<file path="config.mk">
export PLATFORM = sky130hd
export DESIGN_NAME = ce_gen_multi
export DESIGN_NICKNAME = d
export VERILOG_FILES = /design/src/rtl/ce_gen_pkg.sv /design/src/rtl/ce_gen_chan.sv /design/src/rtl/ce_gen_multi.sv
export SDC_FILE = /design/constraint.sdc
export NUM_CORES = 2
export LEC_CHECK = 0
export BUFFER_PORTS_ARGS = -buffer_cell sky130_fd_sc_hd__buf_2
export CAP_MARGIN = 20
export CORE_MARGIN = 2
export CORE_UTILIZATION = 30
export DETAILED_ROUTE_END_ITERATION = 10
export PLACE_DENSITY = 0.57
export SKIP_CTS_REPAIR_TIMING = 1
export SYNTH_ARGS = -nofsm -noshare
export SYNTH_HDL_FRONTEND = slang
export SYNTH_HIERARCHICAL = 1
export SYNTH_SLANG_ARGS = --single-unit
</file>
<file path="constraint.sdc">
create_clock -name CLK -period 5.45 [get_ports CLK]
set_input_delay 0.2725 -clock CLK [delete_from_list [all_inputs] [get_ports CLK]]
set_output_delay 0.2725 -clock CLK [all_outputs]
set_load 0.02 [all_outputs]
</file>
<file path="src/rtl/ce_gen_pkg.sv">
// Shared constants and helpers for the multi-channel fractional clock-enable
// generator (ce_gen_multi). Optional per-channel pulse counters are enabled
// with the CE_GEN_CNT_EN macro.
package ce_gen_pkg;

  // Width of the optional per-channel CE pulse counter.
  localparam int CE_GEN_CNT_W = 16;

  // Widest ratio term the validity helper accepts.
  localparam int CE_GEN_MAX_W = 64;

  // Ratio loaded at reset: IN=1, OUT=0 is a valid ratio that never fires.
  localparam int CE_GEN_RST_IN  = 1;
  localparam int CE_GEN_RST_OUT = 0;

  // A ratio is usable when the denominator is non-zero and OUT <= IN
  // (at most one CE per clock).
  function automatic logic ce_gen_ratio_valid(input logic [CE_GEN_MAX_W-1:0] in_v,
                                              input logic [CE_GEN_MAX_W-1:0] out_v);
    return (in_v != '0) && (out_v <= in_v);
  endfunction

endpackage

</file>
<file path="src/rtl/ce_gen_chan.sv">
// One channel of ce_gen_multi: ratio registers, Bresenham accumulator,
// registered CE/ERR, and (with CE_GEN_CNT_EN) a 16-bit wrapping CE counter.
// W must not exceed 64.
module ce_gen_chan
  import ce_gen_pkg::*;
#(
  parameter int W = 32
) (
  input  logic                    clk_i,
  input  logic                    rst_n_i,
  input  logic                    we_i,
  input  logic [W-1:0]            in_i,
  input  logic [W-1:0]            out_i,
  input  logic                    en_i,
  input  logic                    sync_i,
`ifdef CE_GEN_CNT_EN
  output logic [CE_GEN_CNT_W-1:0] cnt_o,
`endif
  output logic                    ce_o,
  output logic                    err_o
);

  logic [W-1:0] cfg_in_q, cfg_in_d;
  logic [W-1:0] cfg_out_q, cfg_out_d;
  // One extra bit so acc + cfg_out never wraps (acc < cfg_in <= 2^W-1).
  logic [W:0]   acc_q, acc_d;
  logic [W:0]   sum;
  logic         ce_q, ce_d;
  logic         err_q, err_d;
  logic         cur_valid;

  assign cur_valid = ce_gen_ratio_valid(CE_GEN_MAX_W'(cfg_in_q), CE_GEN_MAX_W'(cfg_out_q));
  assign sum       = acc_q + {1'b0, cfg_out_q};

  // Next-state: a write or sync restarts the phase; otherwise step the accumulator when enabled.
  always_comb begin
    cfg_in_d  = cfg_in_q;
    cfg_out_d = cfg_out_q;
    acc_d     = acc_q;
    ce_d      = 1'b0;
    if (we_i) begin
      cfg_in_d  = in_i;
      cfg_out_d = out_i;
      acc_d     = '0;
    end else if (sync_i || !cur_valid) begin
      acc_d = '0;
    end else if (en_i) begin
      if (sum >= {1'b0, cfg_in_q}) begin
        acc_d = sum - {1'b0, cfg_in_q};
        ce_d  = 1'b1;
      end else begin
        acc_d = sum;
      end
    end
    // ERR always reflects the ratio that will be held after this edge.
    err_d = !ce_gen_ratio_valid(CE_GEN_MAX_W'(cfg_in_d), CE_GEN_MAX_W'(cfg_out_d));
  end

  // Channel state registers.
  always_ff @(posedge clk_i or negedge rst_n_i) begin
    if (!rst_n_i) begin
      cfg_in_q  <= W'(CE_GEN_RST_IN);
      cfg_out_q <= W'(CE_GEN_RST_OUT);
      acc_q     <= '0;
      ce_q      <= 1'b0;
      err_q     <= 1'b0;
    end else begin
      cfg_in_q  <= cfg_in_d;
      cfg_out_q <= cfg_out_d;
      acc_q     <= acc_d;
      ce_q      <= ce_d;
      err_q     <= err_d;
    end
  end

  assign ce_o  = ce_q;
  assign err_o = err_q;

`ifdef CE_GEN_CNT_EN
  logic [CE_GEN_CNT_W-1:0] cnt_q, cnt_d;

  // Counter next-state: restart with the phase, otherwise count CE decisions.
  always_comb begin
    cnt_d = cnt_q;
    if (we_i || sync_i) begin
      cnt_d = '0;
    end else if (ce_d) begin
      cnt_d = cnt_q + 1'b1;
    end
  end

  // Pulse counter register, wraps naturally at 0xFFFF.
  always_ff @(posedge clk_i or negedge rst_n_i) begin
    if (!rst_n_i) begin
      cnt_q <= '0;
    end else begin
      cnt_q <= cnt_d;
    end
  end

  assign cnt_o = cnt_q;
`endif

endmodule

</file>
<file path="src/rtl/ce_gen_multi.sv">
// Multi-channel fractional clock-enable generator. Decodes the ratio write
// strobe to one channel and fans SYNC out to all channels. The CNT port and
// counters exist only when CE_GEN_CNT_EN is defined.
module ce_gen_multi
  import ce_gen_pkg::*;
#(
  parameter int CH = 4,
  parameter int W  = 32,
  localparam int CHW = (CH > 1) ? $clog2(CH) : 1
) (
  input  logic                     CLK,
  input  logic                     RST_N,
  input  logic                     CFG_WE,
  input  logic [CHW-1:0]           CFG_CH,
  input  logic [W-1:0]             CFG_IN,
  input  logic [W-1:0]             CFG_OUT,
  input  logic [CH-1:0]            EN,
  input  logic                     SYNC,
`ifdef CE_GEN_CNT_EN
  output logic [CH*CE_GEN_CNT_W-1:0] CNT,
`endif
  output logic [CH-1:0]            CE,
  output logic [CH-1:0]            ERR
);

  logic [CH-1:0] we_ch;

  for (genvar n = 0; n < CH; n++) begin : g_chan
    // Addresses at or beyond CH never match, so such writes are dropped.
    assign we_ch[n] = CFG_WE && (CFG_CH == CHW'(n));

    ce_gen_chan #(.W(W)) u_chan (
      .clk_i   (CLK),
      .rst_n_i (RST_N),
      .we_i    (we_ch[n]),
      .in_i    (CFG_IN),
      .out_i   (CFG_OUT),
      .en_i    (EN[n]),
      .sync_i  (SYNC),
`ifdef CE_GEN_CNT_EN
      .cnt_o   (CNT[n*CE_GEN_CNT_W +: CE_GEN_CNT_W]),
`endif
      .ce_o    (CE[n]),
      .err_o   (ERR[n])
    );
  end

endmodule

</file>
==> results.json <==
{
  "status": "complete, no violations",
  "setup_viol": 0,
  "post-place-cells": 5731,
  "place_worst_setup_slack_ns": -0.05327,
  "switching_power_mw": 13.40,
  "syn_avg_cell_area_um2": 8.836,
  "core-area_mm2": 0.1197,
  "synthFlopType": "dfrtp_1",
  "r2r_cells": 18,
  "finalCritPeriodShare_pct": 96.53,
  "synth_edf_count": 0,
  "async_flop_share_pct": 100.0,
  "maxCapViolCount": 0,
  "grt_max_degree": 122,
  "powerDensity_mw_per_mm2": 668.8,
  "hpwl_um": 100400,
  "gp_congestion": 0.9336,
  "fin_tns_setup_ns": 0,
  "wl_per_cell_um": 21.95,
  "cts_buffer_depth": 3,
  "die_h_um": 350.7,
  "synth_warnings": 6,
  "layout.nets": 4772,
  "period_needed_ns": 5.261,
  "min_path_cells": 4,
  "grt_pass1_vias": 30844,
  "setup_ws_ns": 0.1893,
  "antenna_found_initial": 14,
  "crit_path_start_kind": "flop",
  "wl_um": 127900,
  "clkTransAtPathRegs_ns": 0.07,
  "track_usage_pct": 20.40,
  "drt-initial-drc-count": 2654,
  "comb_power_share_pct": 70.3,
  "floorplan.die_area_mm2": 0.1230,
  "cts-root-buf": "clkbuf_16",
  "p_int_mw": 13.79,
  "hold_class": "primary input to flop",
  "syn2layout_area_growth_pct": 12.75,
  "ios": 82,
  "nFillCells": 12385,
  "vias_per_cell": 5.440,
  "synth_area_mm2": 0.03606,
  "cts_tree": "done",
  "grt_pass1_wl_um": 191900,
  "p_sw_share_pct": 49.29,
  "worst_slew_pin_slew_ns": 0.8546,
  "worst_ep_arrival_time_ns": 5.74,
  "crit_type": "flop to flop",
  "cp.required_ns": 5.93,
  "finalHoldViolations": 0,
  "synth_seq_area_share_pct": 27.50,
  "die_x_um": 350.7,
  "clkPwrFrac_pct": 13.5,
  "detail-route-antenna-nets": 0,
  "io_buffers": 81,
  "cts_made_buffers": 50,
  "cts_max_level": 2,
  "relSlewSlack_pct": 43.03,
  "drc": 0,
  "drt-pass1-iter-count": 6,
  "power.leakage_nw": 18.96,
  "layout.cells.non_filler": 5830,
  "worstSetupEndpointType": "flop",
  "fmax_mhz": 190.1,
  "worst_skew_pair.late_latency_ns": 0.63,
  "drive_gt1_share_pct": 10.81,
  "initial_core_util_pct": 30.14,
  "seq_power_share_pct": 16.2,
  "finalClockSkew_ns": 0.02778,
  "synth_cells": 4081,
  "vias": 31718,
  "ys_types": 105,
  "final_util_pct": 33.98,
  "report.final.slew_viol_count": 0,
  "synth_nets": 4675,
  "path_max_fanout": 10,
  "ys_ff_latch": 396,
  "globalRouteOverflowTotal": 0,
  "rows": 127,
  "peakVddDrop_uv": 346.7,
  "cts.sinks": 396,
  "diodes": 0,
  "whs_ns": 0.08132
}
## sequential cells by signal, indices dropped and copies added (netlist names)
| signal | count |
|---|---|
| g_chan.u_chan/cfg_in_q | 128 |
| g_chan.u_chan/ce_o | 4 |
| g_chan.u_chan/acc_q | 132 |
| g_chan.u_chan/err_o | 4 |
| g_chan.u_chan/cfg_out_q | 128 |
## path summary, 6_finish.rpt
kind,startpoint,endpoint,slack (ns)
max,g_chan[1].u_chan/cfg_out_q[12],g_chan[1].u_chan/acc_q[22],0.19
min,EN[3],g_chan[3].u_chan/acc_q[27],0.08
max reg2reg,g_chan[1].u_chan/cfg_out_q[12],g_chan[1].u_chan/acc_q[22],0.19
min reg2reg,g_chan[3].u_chan/acc_q[27],g_chan[3].u_chan/acc_q[27],0.48
max in group asynchronous,RST_N,g_chan[3].u_chan/acc_q[18],3.96
min in group asynchronous,RST_N,g_chan[0].u_chan/err_o,0.21
## power by group through the flow
stage / clock (mW) / combinational, mW / sequential, mW
2_1_floorplan: 0 / 14.1 / 4.12
3_3_place_gp: 0 / 18.4 / 4.44
3_5_place_dp: 0 / 18.5 / 4.45
4_1_cts: 3.76 / 18.7 / 4.41
5_1_grt: 3.86 / 21.1 / 4.48
6_report: 3.67 / 19.1 / 4.41
## stage by stage
step | power, mW | cell area [um^2]
2_1_floorplan | 18.26 | 36060
3_3_place_gp | 22.88 | 38620
3_5_place_dp | 22.99 | 38650
4_1_cts | 26.83 | 40410
5_1_grt | 29.49 | 40660
6_report | 27.19 | 40660
## cells in the final DEF, fill, tap and decap left out, types with 39 or more instances in the layout
| master | synthesis | layout |
|---|---|---|
| mux2_2 | 129 | 129 |
| nor2b_1 | 52 | 52 |
| a21oi_1 | 308 | 299 |
| nor2_1 | 238 | 236 |
| buf_4 | 6 | 62 |
| mux2i_1 | 163 | 163 |
| clkbuf_16 | 0 | 50 |
| o211ai_1 | 39 | 39 |
| o21ai_1 | 50 | 52 |
| nor4_1 | 56 | 56 |
| inv_1 | 321 | 321 |
| o21ai_0 | 179 | 175 |
| xor2_1 | 65 | 65 |
| a211oi_1 | 66 | 64 |
| dfrtp_1 | 392 | 392 |
| a21o_1 | 153 | 153 |
| ha_1 | 512 | 510 |
| nand2_1 | 320 | 319 |
| nand3_1 | 67 | 67 |
| xnor2_1 | 135 | 135 |
| buf_2 | 11 | 80 |
| o21a_1 | 59 | 59 |
| nand4_1 | 114 | 114 |
| a311oi_1 | 46 | 45 |
| nor3_1 | 68 | 66 |
## area by class of cell
class / instances / area, um^2 / area share [%]
inverter: 324 / 1221 / 3.004
clock buffer: 64 / 1364 / 3.355
clock inverter: 28 / 396.6 / 0.9756
tap: 1612 / 2017 / 4.961
timing repair buffer: 155 / 1119 / 2.751
multi-input combinational: 3251 / 24620 / 60.57
sequential: 396 / 9915 / 24.39
## synth_stat cells (all sizes together) (7+ instances only)
cell type	count	area (um^2)
nor2b	53	339.1
a22oi	19	142.6
o32ai	7	61.31
clkbuf	69	259.0
fa	8	160.2
o21bai	27	202.7
nand3	67	335.3
inv	324	1221
a41oi	7	61.31
or4	13	101.4
o211ai	39	292.8
ha	512	6406
and2	19	121.4
xnor2	135	1182
nor2	238	893.4
a31oi	34	225.2
buf	41	250.2
a221o	15	150.1
and3	32	201.5
nand2b	31	193.9
o31ai	17	146.4
mux2i	163	1632
a21boi	13	97.60
a211o	14	122.6
mux2	136	1535
a22o	10	87.58
or2	16	105.1
or3	19	118.9
xor2	65	569.3
o21ai	231	1164
nand2	321	1221
nor4	57	371.6
a2111oi	9	78.83
and4	9	81.33
a311oi	47	417.9
a211oi	67	508.0
dfrtp	392	9809
a21oi	311	1568
o21a	60	451.7
a21o	154	1157
o31a	7	61.31
nor3	68	340.3
nand4	114	713.2
## worst max-delay path: stages (launching register included)
cell and delay [ns]:
dfrtp_1 0.44, ha_1 0.42, a21oi_1 0.26, o21a_1 0.21, o211ai_1 0.10, a211o_1 0.35
o21ai_0 0.26, nand2_1 0.23, mux2_2 0.28, o2111ai_1 0.18, ha_2 0.47, nand4_1 0.20
or3_1 0.45, o311ai_0 0.34, mux2_4 0.22, or2_1 0.14, buf_4 0.24, mux2i_1 0.24
a211oi_1 0.09
## routing by layer
layer  track usage [%]  wire, um
met1             27.86     58150
met2             32.89     57320
met3             3.067      8129
met4             6.692      4325
met5                 0        19
## cell families after synthesis
group	share of synthesized area (%)
DFF	27.50
xor gates and xnor gates	4.858
adders and majority gates	18.21
and+or+nand+nor	14.73
AOI/OAI and AO/OA	21.12
buffers and inverters	4.799
muxes	8.782
Note: power is estimated with default switching activity, not from simulation.
